<file path="config.mk">
export PLATFORM = sky130hd
export DESIGN_NAME = spi_slave
export DESIGN_NICKNAME = d
export VERILOG_FILES = /design/src/rtl/spi_pkg.sv /design/src/rtl/spi_sync.sv /design/src/rtl/spi_slave.sv
export SDC_FILE = /design/constraint.sdc
export NUM_CORES = 1
export LEC_CHECK = 0
export BUFFER_PORTS_ARGS = -buffer_cell sky130_fd_sc_hd__buf_2
export CAP_MARGIN = 25
export CORE_AREA = 4 4 76 78
export DETAILED_ROUTE_END_ITERATION = 10
export DIE_AREA = 0 0 80 82
export SYNTH_ARGS = -nofsm -noshare
export SYNTH_HDL_FRONTEND = slang
export SYNTH_SLANG_ARGS = --single-unit
</file>
<file path="constraint.sdc">
create_clock -name clk -period 3.1 [get_ports clk]
set_input_delay 0.155 -clock clk [delete_from_list [all_inputs] [get_ports clk]]
set_output_delay 0.155 -clock clk [all_outputs]
set_load 0.03 [all_outputs]
</file>
<file path="src/rtl/spi_pkg.sv">
// Shared SPI definitions for master and slave.
// State encoding plus the clock mode constants.
package spi_pkg;

    typedef enum logic [1:0] {
        IDLE  = 2'd0,
        SHIFT = 2'd1,
        DONE  = 2'd2
    } spi_state_t;

    localparam logic CPOL = 1'b0;
    localparam logic CPHA = 1'b0;

endpackage

</file>
<file path="src/rtl/spi_sync.sv">
// Multi-flop synchronizer for one asynchronous input bit.
// RST_VAL is the idle level the chain resets to.
module spi_sync #(
    parameter int   STAGES  = 2,
    parameter logic RST_VAL = 1'b0
) (
    input  logic clk,
    input  logic rst_n,
    input  logic d,
    output logic q
);

    logic [STAGES-1:0] ff;

    always_ff @(posedge clk or negedge rst_n) begin
        if (!rst_n) begin
            ff <= {STAGES{RST_VAL}};
        end else begin
            ff <= {ff[STAGES-2:0], d};
        end
    end

    assign q = ff[STAGES-1];

endmodule

</file>
<file path="src/rtl/spi_slave.sv">
// SPI mode-0 slave: oversampled SCLK/MOSI/cs, MSB-first frames,
// back-to-back capable, with frame-abort detection.
module spi_slave
    import spi_pkg::*;
#(
    parameter int DATA_WIDTH  = 8,
    parameter int SYNC_STAGES = 2
) (
    input  logic                  clk,
    input  logic                  rst_n,
    input  logic                  SCLK,
    input  logic                  cs,
    input  logic                  MOSI,
    output logic                  MISO,
    output logic                  miso_oe,
    input  logic [DATA_WIDTH-1:0] tx_datain,
    output logic                  busy,
    output logic [DATA_WIDTH-1:0] rx_dataout,
    output logic                  rx_valid,
    output logic                  frame_error
);

    localparam int CNT_W = $clog2(DATA_WIDTH);

    logic sclk_s, mosi_s, cs_s;
    logic sclk_d, cs_d;
    logic sclk_lvl, sclk_lvl_d;
    logic sclk_rise, sclk_fall, cs_fall;

    spi_state_t            state;
    logic [DATA_WIDTH-2:0] tx_sr;
    logic [DATA_WIDTH-1:0] rx_sr;
    logic [CNT_W-1:0]      cnt;
    logic                  seen_rise;

    spi_sync #(.STAGES(SYNC_STAGES), .RST_VAL(1'b0)) u_sync_sclk (
        .clk(clk), .rst_n(rst_n), .d(SCLK), .q(sclk_s)
    );
    spi_sync #(.STAGES(SYNC_STAGES), .RST_VAL(1'b0)) u_sync_mosi (
        .clk(clk), .rst_n(rst_n), .d(MOSI), .q(mosi_s)
    );
    spi_sync #(.STAGES(SYNC_STAGES), .RST_VAL(1'b1)) u_sync_cs (
        .clk(clk), .rst_n(rst_n), .d(cs), .q(cs_s)
    );

    always_ff @(posedge clk or negedge rst_n) begin
        if (!rst_n) begin
            sclk_d <= 1'b0;
            cs_d   <= 1'b1;
        end else begin
            sclk_d <= sclk_s;
            cs_d   <= cs_s;
        end
    end

    // Sampling edge is the rising edge of SCLK folded by the mode bits.
    assign sclk_lvl   = sclk_s ^ (CPOL ^ CPHA);
    assign sclk_lvl_d = sclk_d ^ (CPOL ^ CPHA);
    assign sclk_rise  = sclk_lvl & ~sclk_lvl_d;
    assign sclk_fall  = ~sclk_lvl & sclk_lvl_d;
    assign cs_fall    = ~cs_s & cs_d;

    always_ff @(posedge clk or negedge rst_n) begin
        if (!rst_n) begin
            state       <= IDLE;
            MISO        <= 1'b0;
            miso_oe     <= 1'b0;
            busy        <= 1'b0;
            rx_dataout  <= '0;
            rx_valid    <= 1'b0;
            frame_error <= 1'b0;
            tx_sr       <= '0;
            rx_sr       <= '0;
            cnt         <= '0;
            seen_rise   <= 1'b0;
        end else begin
            rx_valid    <= 1'b0;
            frame_error <= 1'b0;
            unique case (state)
                IDLE: begin
                    MISO    <= 1'b0;
                    miso_oe <= 1'b0;
                    busy    <= 1'b0;
                    if (cs_fall) begin
                        state     <= SHIFT;
                        tx_sr     <= tx_datain[DATA_WIDTH-2:0];
                        MISO      <= tx_datain[DATA_WIDTH-1];
                        miso_oe   <= 1'b1;
                        busy      <= 1'b1;
                        cnt       <= CNT_W'(DATA_WIDTH - 1);
                        seen_rise <= 1'b0;
                    end
                end
                SHIFT: begin
                    if (sclk_rise) begin
                        rx_sr     <= {rx_sr[DATA_WIDTH-2:0], mosi_s};
                        cnt       <= cnt - 1'b1;
                        seen_rise <= 1'b1;
                        if (cnt == '0) begin
                            state <= DONE;
                            if (cs_s) begin
                                miso_oe <= 1'b0;
                                MISO    <= 1'b0;
                            end
                        end
                    end else if (cs_s) begin
                        // Deselect with no bits taken is a clean end, not an error.
                        state       <= IDLE;
                        frame_error <= seen_rise;
                        busy        <= 1'b0;
                        miso_oe     <= 1'b0;
                        MISO        <= 1'b0;
                    end else if (sclk_fall && seen_rise) begin
                        MISO  <= tx_sr[DATA_WIDTH-2];
                        tx_sr <= tx_sr << 1;
                    end
                end
                DONE: begin
                    rx_dataout <= rx_sr;
                    rx_valid   <= 1'b1;
                    if (!cs_s) begin
                        state     <= SHIFT;
                        tx_sr     <= tx_datain[DATA_WIDTH-2:0];
                        MISO      <= tx_datain[DATA_WIDTH-1];
                        miso_oe   <= 1'b1;
                        cnt       <= CNT_W'(DATA_WIDTH - 1);
                        seen_rise <= 1'b0;
                    end else begin
                        state   <= IDLE;
                        busy    <= 1'b0;
                        miso_oe <= 1'b0;
                        MISO    <= 1'b0;
                    end
                end
                default: state <= IDLE;
            endcase
        end
    end

endmodule

</file>
# == Word-level counts from Yosys, hierarchy flattened ==
# Cells that the tools add are included.
# totals
elab_cells,87
input_bits,13
output_inout_bits,13
register_bits,42
# op_classes
n_eq_ne,12
bitwise_logic,6
n_reduce_logical,12
add_sub_neg,1
muxes,40
# ops
op,n
7-bit two-way mux,5
1-bit two-way mux,21
7-bit case mux with 3 select lines,1
"2-bit inequality test, second input constant",6
1-bit case mux with 3 select lines,4
3-bit two-way mux,3
"3-bit by 2-bit inequality test with 1-bit output, second input constant",3
3-bit case mux with 3 select lines,1
2-bit two-way mux,4
4-bit AND reduction,2
2-bit case mux with 3 select lines,1
2-bit AND reduction,3
3-bit AND reduction,2
6-bit AND reduction,1
1-bit AND,3
3-bit logical NOT,1
"3-bit inequality test, second input constant",1
1-bit NOT,3
3-bit nonzero test,1
"3-bit by 1-bit subtractor with 3-bit output, second input constant",1
"2-bit by 1-bit equality test with 1-bit output, second input constant",1
"2-bit equality test, second input constant",1
2-bit logical NOT,1
1-bit logical AND,1

# == Logic depth before layout (Yosys ltp) ==
# Gate-level depths: netlist of the first run.
# logic_depth
ltp_word,7
mapped_depth,7
mapped_depth_nobuf,7

# == Hierarchy ==
# A second synthesis of the first run with hierarchy kept.
# hier_totals
cells_unflattened,133
area_unflattened_um2,1883.1
# modules_own_cells
mod,area_each_um2,cells_each,n_inst
spi_slave,1730.4,127,1
spi_sync (u_sync_mosi ...),50.0,2,2
spi_sync (u_sync_cs),52.6,2,1

# == Least setup slack after synthesis of the first run ==
# Ideal clock, no wire load.
# synth_path
path_kind,register to register
start,register cnt[0]
end,register state[0]
path_stages_with_launch,8
setup_slack_ps,1458
t_arrival_ps,1517
required_ps,2975
period_less_slack_ps,1642
n_path_buf,0
cell_sequence,dfrtp_1 inv_1 ha_1 ha_1 and4bb_4 a21oi_1 o21ai_2 mux2_4
# synth_between
elab_chain_cells,3
# synth_lines
element,line,source
start: declaration,spi_slave.sv:33,logic [CNT_W-1:0] cnt;
start signal: assignment,spi_slave.sv:90,cnt <= CNT_W'(DATA_WIDTH - 1);
start signal: assignment,spi_slave.sv:97,cnt <= cnt - 1'b1;
start signal: assignment,spi_slave.sv:126,cnt <= CNT_W'(DATA_WIDTH - 1);
3-bit logical NOT,spi_slave.sv:99,if (cnt == '0) begin
3-bit inequality test (no source line),n/a,
3-bit AND reduction (no source line),n/a,
end signal: assignment,spi_slave.sv:100,state <= DONE;
end signal: assignment,spi_slave.sv:108,state <= IDLE;
end signal: assignment,spi_slave.sv:122,state <= SHIFT;
end: declaration,spi_slave.sv:30,spi_state_t state;
# No other way between the ends.
# A chain may end at the register's enable or synchronous reset.

# == Worst setup path in the final report of the first run ==
# layout_path
start,register state[1]
end,register state[0]
# layout_between
elab_chain_cells,3
word_cells_on_any_way,8
# layout_lines
element,line,source
start signal: assignment,spi_slave.sv:65,state <= IDLE;
start signal: assignment,spi_slave.sv:85,state <= SHIFT;
start signal: assignment,spi_slave.sv:100,
2-bit by 1-bit equality test with 1-bit output or 2-bit logical NOT (tied branches),spi_slave.sv:79,unique case (state)
"3-bit by 2-bit inequality test with 1-bit output (no source line), or another cell as far along",n/a,
3-bit AND reduction (no source line),n/a,
# Several ways; a longest one is shown, not always the timed one.

==> results of run 1 <==
per-stage QoR:
stage / setup WS, ns / utilization [%] / area (um2) / hold WS, ns
after floorplan: 1.46 / - / 1910 / -0.141
after global placement: 1.02 / 41.3 / 2100 / 0.260
after detailed placement: 1.01 / 41.3 / 2100 / 0.261
after CTS: 0.981 / 43.8 / 2220 / 0.0259
after global routing: 0.853 / 44.4 / 2250 / 0.217
final: 0.999 / 44.4 / 2250 / 0.196
synth_stat cells (2+ instances only):
cell type / number / area share (%)
dfrtp_1: 39 / 51
nand2_1: 31 / 6.1
a31oi_1: 6 / 2.0
inv_1: 7 / 1.4
a32o_1: 2 / 1.0
mux2_4: 4 / 3.1
a21oi_1: 10 / 2.6
dfstp_2: 3 / 4.1
nor2_1: 2 / 0.39
mux2_2: 8 / 4.7
o21ai_0: 4 / 1.0
ha_1: 7 / 4.6
mux2i_1: 7 / 3.7
buf_2: 4 / 1.0
nor2b_1: 2 / 0.65
per-layer routing:
layer  vias up  part of all wire [%]  track usage [%]
met1       632                    47             16.6
met3         6                   4.4             3.62
met2        23                    47             18.3
met5         -                     0                0
met4         0                   1.4             4.05
li1        617                     -                -
what timing repair did:
item                       in CTS  in global routing
hold endpoints to repair        3                 16
hold buffers                    3                  1
setup endpoints to repair       0                  0
power groups by stage:
stage / Combinational, mW / Clock [mW] / Sequential, mW
final: 0.634 / 0.366 / 0.778
after global routing: 0.712 / 0.399 / 0.801
after CTS: 0.636 / 0.380 / 0.779
after detailed placement: 0.631 / 0 / 0.790
after global placement: 0.617 / 0 / 0.788
after floorplan: 0.484 / 0 / 0.794
registers in the layout (all words and copies together) (netlist names):
| name | flops |
|---|---|
| rx_dataout | 8 |
| rx_sr | 8 |
| tx_sr | 7 |
| cnt | 3 |
| state | 2 |
| u_sync_cs.ff | 2 |
| u_sync_mosi.ff | 2 |
| u_sync_sclk.ff | 2 |
| MISO | 1 |
| busy | 1 |
| cs_d | 1 |
| frame_error | 1 |
| miso_oe | 1 |
| rx_valid | 1 |
| sclk_d | 1 |
| seen_rise | 1 |
area by class of cell:
| type | instances | area, um2 | share of cell area [%] |
|---|---|---|---|
| Inverter | 7 | 26.3 | 1.17 |
| Clock buffer | 6 | 82.6 | 3.67 |
| Clock inverter | 2 | 12.5 | 0.556 |
| Timing Repair Buffer | 31 | 193 | 8.56 |
| Tap cell | 70 | 87.6 | 3.89 |
| Sequential cell | 42 | 1050 | 46.9 |
| Multi-Input combinational cell | 104 | 795 | 35.3 |
worst reg2reg max path, cell delays in order (launching register included):
cell and delay, ns:
dfrtp_1 0.42, inv_1 0.11, ha_1 0.63, and4bb_4 0.38
a21oi_1 0.06, o21ai_2 0.09, mux2_4 0.31
cells by family (layout without fill, tap and decap cells):
family                     count (synthesis)  count (layout)
adders and majority gates                  7               7
DFF                                       42              42
buffers and inverters                     13              46
and+or+nand+nor                           47              47
AOI/OAI and AO/OA                         30              30
muxes                                     20              20
worst paths after layout:
| kind | from | end | slack, ns | cells past startpoint |
|---|---|---|---|---|
| worst max-delay path | state[1] | state[0] | 1.0 | 6 |
| worst min-delay path | tx_datain[0] | tx_sr[0] | 0.20 | 3 |
| worst max register to register | state[1] | state[0] | 1.0 | 6 |
| worst min register to register | u_sync_sclk.ff[0] | u_sync_sclk.ff[1] | 0.35 | 0 |
| max in group asynchronous | rst_n | u_sync_cs.ff[1] | 2.24 | 3 |
| min in group asynchronous | rst_n | rx_dataout[1] | 0.31 | 2 |
==> impl_results.md, run 1 <==
- DRT Wirelength: 3520 um
- CTS tree: yes
- Synth unique cells: 38
- Worst Max-Slew Pin Slew: 0.718 ns
- Critical path endpoint category: register
- Buf/Inv on CP: 1
- Die Y: 82 um
- Antenna cell count: 0
- Die ar.: 0.00656 mm2
- Final count of negative-setup-slack endpoints: 0
- Largest net degree at the start of global routing: 43
- Flops & latches, synth: 42
- DP Wirelength: 2370 um
- Pwr dens: 790 mW/mm2
- Initial core utilization: 37.7%
- # DRC: 0
- Post-Syn Instances: 159
- First-pass GRT wire length: 6120 um
- Post-synthesis compound-gate area fraction: 11.0%
- EDFF count, synth: 0
- Synth Area in Simple Gates: 13.9%
- CTS Buf Count: 5
- DRT Pass-1 Iters: 4
- Slew HR: 52.2%
- DRT iter0 DRCs: 74
- Total clock sinks: 42
- Final number of hold-violating endpoints: 0
- Peak supply drop: 273 uV
- Largest delay share family, worst path: adder cells
- Syn_nets: 179
- Fillers: 495
- Combinational fraction of design power: 35.7%
- Clock transition at the registers of the reported paths: 0.08 ns
- CP arrival: 2.29 ns
- Clock share of power: 20.6%
- Post-synthesis mux area share: 12.1%
- Area share of fa/ha/maj cells after synthesis: 4.58%
- # IOs: 26
- Status: finished clean
- Worst setup path category: reg -> reg
- Seq pwr share: 43.8%
- Asr flop ratio synth: 100%
- Critical path's slowest cell: ha_1
- Psw: 631 uW
- Unrepaired setup endpoints after global routing: no
- Vias per std cell: 4.88
- Finished Layout Cells: 262
- Layout cells sized above 1: 31.3%
- YS warnings: 0
- Final min period: 2.10 ns
- WP data required: 3.29 ns
- Max-slew violations: 0
- Clock tree root buffer cell: clkbuf_8
- Switching Fraction: 35.5%
- Count of nets after finishing: 211
- Int Pwr: 1.15 mW
- Vias in the first global route: 1247
- CP cell instances: inv_1 -> ha_1 -> and4bb_4 -> a21oi_1 -> o21ai_2 -> mux2_4
- Port Buffer Count: 25
- Total chip power: 1.78 mW
- Seq/Total Area, Yosys: 55.1%
- Global-route usage over all layers: 12.1%
- Antenna violations before repair: 0
- CTS resizes: 0
- Pleak: 1.14 nW
- Netlist area before placement: 0.00191 mm2
- Site Rows: 26
- Hold WC Path Type: in -> reg
- Most common cell after layout, fill and taps aside: dfrtp_1
- Die Span X: 80 um
- Crit share post-route: 67.8%
- Critical Path Max Stage Delay: 0.63 ns
- Final Skew: 0.00898 ns
- Post-Place Cells: 249
- Synth Area in XOR/XNOR: 0%
- Largest family of logic cells by synthesized area: simple AND/OR/NAND/NOR gates
- DR vias: 1278
- Core footprint: 0.00507 mm2
- Routed Antenna Nets: 0
- Post-synth top flop: dfrtp_1
- Most frequent cells in the layout: dfrtp_1 (39), nand2_1 (31), buf_2 (25)
- Setup bufs post-CTS: 0
- Max FO, Critical Path: 16
- Total grt overflow: 0
- Synthesis-to-finish area growth: 17.6%
- Syn Area/Cell: 12.0 um2
- Max Clk Rate: 0.476 GHz
- GPL Wtd Cong: 0.786
- Setup TNS: 0 ns
- CTS HTree Levels: 2
- CP Launch Type: register
- Worst skew pair latency: 0.30 ns
- Max Cap Viol: 0
- Wirelength per Cell: 13.4 um
- Clock Path Buffers: 2
(Power assumes the default switching activity.)
==> inputs of run 2 (changes only) <==
--- a/config.mk
+++ b/config.mk
@@ -5,11 +5,12 @@
 export SDC_FILE = /design/constraint.sdc
 export NUM_CORES = 1
 export LEC_CHECK = 0
+export ABC_AREA = 1
 export BUFFER_PORTS_ARGS = -buffer_cell sky130_fd_sc_hd__buf_2
 export CAP_MARGIN = 25
-export CORE_AREA = 4 4 76 78
+export CORE_AREA = 4 4 75 77
 export DETAILED_ROUTE_END_ITERATION = 10
-export DIE_AREA = 0 0 80 82
+export DIE_AREA = 0 0 79 81
 export SYNTH_ARGS = -nofsm -noshare
 export SYNTH_HDL_FRONTEND = slang
 export SYNTH_SLANG_ARGS = --single-unit
==> constraint.sdc (replaced) <==
create_clock -name clk -period 2.2 [get_ports clk]
set_input_delay 0.11 -clock clk [delete_from_list [all_inputs] [get_ports clk]]
set_output_delay 0.11 -clock clk [all_outputs]
set_load 0.03 [all_outputs]
==> impl_results.md, run 2 <==
- Clock transition at the registers of the reported paths: 0.08 ns (about the same)
- Critical Path Max Stage Delay: 0.43 ns (-0.20 ns)
- Die Span X: 79 um (-1.3%)
- Final count of negative-setup-slack endpoints: 0 (unchanged)
- Seq/Total Area, Yosys: 55.4% (+0.25 points)
- Crit share post-route: 75.7% (+7.9 points)
- Pwr dens: 1350 mW/mm2 (+71%)
- Status: finished clean
- CTS resizes: 0 (unchanged)
- Worst Max-Slew Pin Slew: 0.306 ns (-0.412 ns)
- Multi-input logic area: 739 um2 (-6.9%)
- Yosys top cell by area: dfrtp_1
- YS warnings: 0 (unchanged)
- Final min period: 1.67 ns (-0.435 ns)
- Regs by FF count: rx_dataout (8), rx_sr (8), tx_sr (7)
- Peak supply drop: 534 uV (+95%)
- Antenna cell count: 0 (unchanged)
- Post-synth top flop: dfrtp_1
- Most common cell on crit path: nand2_1
- Die ar.: 0.00640 mm2 (-2.5%)
- Post-Syn Instances: 221 (+39%)
- CTS Buf Count: 5 (unchanged)
- # IOs: 26 (unchanged)
- Vias in the first global route: 1410 (+13%)
- Setup bufs post-CTS: 0 (unchanged)
- Synthesis-to-finish area growth: 18.6%
- Port Buffer Count: 25 (unchanged)
- Largest delay share family, worst path: flip-flops
- Critical path endpoint category: register
- Hold_buf cts: 4 (+1)
- Critical path's slowest cell: dfrtp_1
- CTS HTree Levels: 2 (unchanged)
- DRT Wirelength: 3680 um (+4.5%)
- Syn Area/Cell: 8.62 um2 (-28%)
- Initial core utilization: 38.0% (+0.32 points)
- Pleak: 1.23 nW (+8.1%)
- Unrepaired setup endpoints after global routing: no
- Setup TNS: 0 ns (unchanged)
- Max-slew violations: 0 (unchanged)
- Asr flop ratio synth: 100% (unchanged)
- Seq. cell area: 0.00105 mm2 (unchanged)
- Synth unique cells: 21 (-45%)
- Syn_nets: 241 (+35%)
- Top post-synthesis cells by count: nand2_1 (89), dfrtp_1 (39), inv_1 (20), nand3_1 (18), o21ai_0 (18)
- First-pass GRT wire length: 6420 um (+4.9%)
- Routed Antenna Nets: 0 (unchanged)
- Place WS: 0.531 ns (-0.474 ns)
- Slew HR: 79.6% (+27 points)
- Total grt overflow: 0 (unchanged)
- CP arrival: 1.85 ns (-0.44 ns)
- Max Cap Viol: 0 (unchanged)
- Most frequent cells in the layout: nand2_1 (89), dfrtp_1 (39), buf_2 (25)
- Netlist area before placement: 0.00191 mm2 (-0.46%)
- Most common cell after layout, fill and taps aside: nand2_1
- DRT Pass-1 Iters: 4 (unchanged)
- Clock Path Buffers: 2 (unchanged)
- Final Skew: 0.00551 ns (-0.00347 ns)
- Total clock sinks: 42 (unchanged)
- Clock tree root buffer cell: clkbuf_8
- Layout cells sized above 1: 19.1% (-12 points)
- Final WS setup: 0.534 ns (-0.465 ns)
- # DRC: 0 (unchanged)
- Fillers: 542 (+9.5%)
- Core footprint: 0.00501 mm2 (-1.3%)
- Max FO, Critical Path: 15 (-1)
- Die Y: 81 um (-1.2%)
- Vias per std cell: 4.50 (-7.8%)
- Largest net degree at the start of global routing: 43 (unchanged)
- Site Rows: 26 (unchanged)
- DR vias: 1470 (+15%)
- Worst skew pair latency: 0.29 ns (about the same)
- CTS tree: yes
- Ranking of synthesized cells by area: dfrtp_1 (51%), nand2_1 (18%), nand3_1 (4.7%)
- Worst setup path category: reg -> reg
- Buf/Inv on CP: 2 (+1)
- Max Clk Rate: 0.600 GHz (+26%)
- WP data required: 2.39 ns (-0.90 ns)
- Fin util: 45.1% (+0.75 points)
- Flops & latches, synth: 42 (unchanged)
- Hold WC Path Type: in -> reg
- Final number of hold-violating endpoints: 0 (unchanged)
- Wirelength per Cell: 11.2 um (-16%)
- GPL Wtd Cong: 0.801 (+1.9%)
- Antenna violations before repair: 0 (unchanged)
- CP cell instances: inv_1 -> ha_1 -> inv_2 -> a21oi_4 -> nor2_8 -> nand2_4 -> nand2_1 -> nand2_1
- Count of nets after finishing: 276 (+31%)
- Most frequent cell after synthesis: nand2_1
- CP Launch Type: register
- Global-route usage over all layers: 13.0% (+0.91 points)
- EDFF count, synth: 0 (unchanged)
- DRT iter0 DRCs: 124 (+68%)
- DP Wirelength: 2530 um (+6.6%)
- Top-area cell type share of the netlist area: 51.2% (+0.23 points)
- Worst hold slack: 0.113 ns (-0.0831 ns)
==> run 2: changes by cell type after synthesis, moves of 5 or more <==
cell	before	now
nand3_1	0	18
o21ai_0	4	18
nand2_1	31	89
a21oi_1	10	2
inv_2	0	5
mux2_2	8	0
inv_1	7	20
a31oi_1	6	0
nor2_1	2	7
mux2i_1	7	0
==> run 2: power breakdown <==
group / internal (mW) / leakage [nW] / switching (mW)
sequential: 1.03 / 0.535 / 0.140
combinational: 0.448 / 0.651 / 0.917
clock: 0.253 / 0.0482 / 0.258
total: 1.74 / 1.23 / 1.31
==> run 2: logic make-up after synthesis <==
family	after synthesis	share of synthesized area [%]
AND/OR/NAND/NOR	123	28.1
flip-flops	42	55.4
buffers and inverters	28	5.84
AO/OA/AOI/OAI	21	6.11
adder cells (fa/ha/maj)	7	4.60
==> run 2: worst register-to-register path: cells and delay by family (launching register included) <==
kind,cells,cell delay [ns]
DFF,1,0.43
and+or+nand+nor,4,0.38
buffers and inverters,2,0.34
adders and majority gates,1,0.31
AOI/OAI and AO/OA,1,0.11
==> run 2: cell type report <==
class	instances	share of cell area, %
Multi-Input combinational cell	151	32.7
Inverter	25	4.15
Timing Repair Buffer	31	8.53
Clock buffer	7	3.82
Sequential cell	42	46.7
Tap cell	70	3.88
Clock inverter	1	0.221
==> run 2: worst paths after layout <==
path,start,endpoint,slack (ns),cells after the start
worst max-delay path,state[0],tx_sr[1],0.53,8
worst min-delay path,tx_datain[7],MISO,0.11,5
worst max register to register,state[0],tx_sr[1],0.53,8
worst min register to register,u_sync_mosi.ff[0],u_sync_mosi.ff[1],0.35,0
max in group asynchronous,rst_n,u_sync_cs.ff[0],1.61,3
min in group asynchronous,rst_n,cnt[1],0.31,3
==> run 2: per-layer routing <==
layer,track usage [%],part of all wire (%)
met2,20.7,46
met1,16.5,48
met3,3.66,4.1
met4,6.19,1.9
met5,0,0
==> run 2: through the flow <==
stage | instance area (um2) | std cells | total power, mW
2_1_floorplan | 1910 | 221 | 2.22
3_3_place_gp | 2110 | 314 | 2.54
3_5_place_dp | 2110 | 314 | 2.56
4_1_cts | 2240 | 326 | 3.09
5_1_grt | 2260 | 327 | 3.33
6_report | 2260 | 327 | 3.05
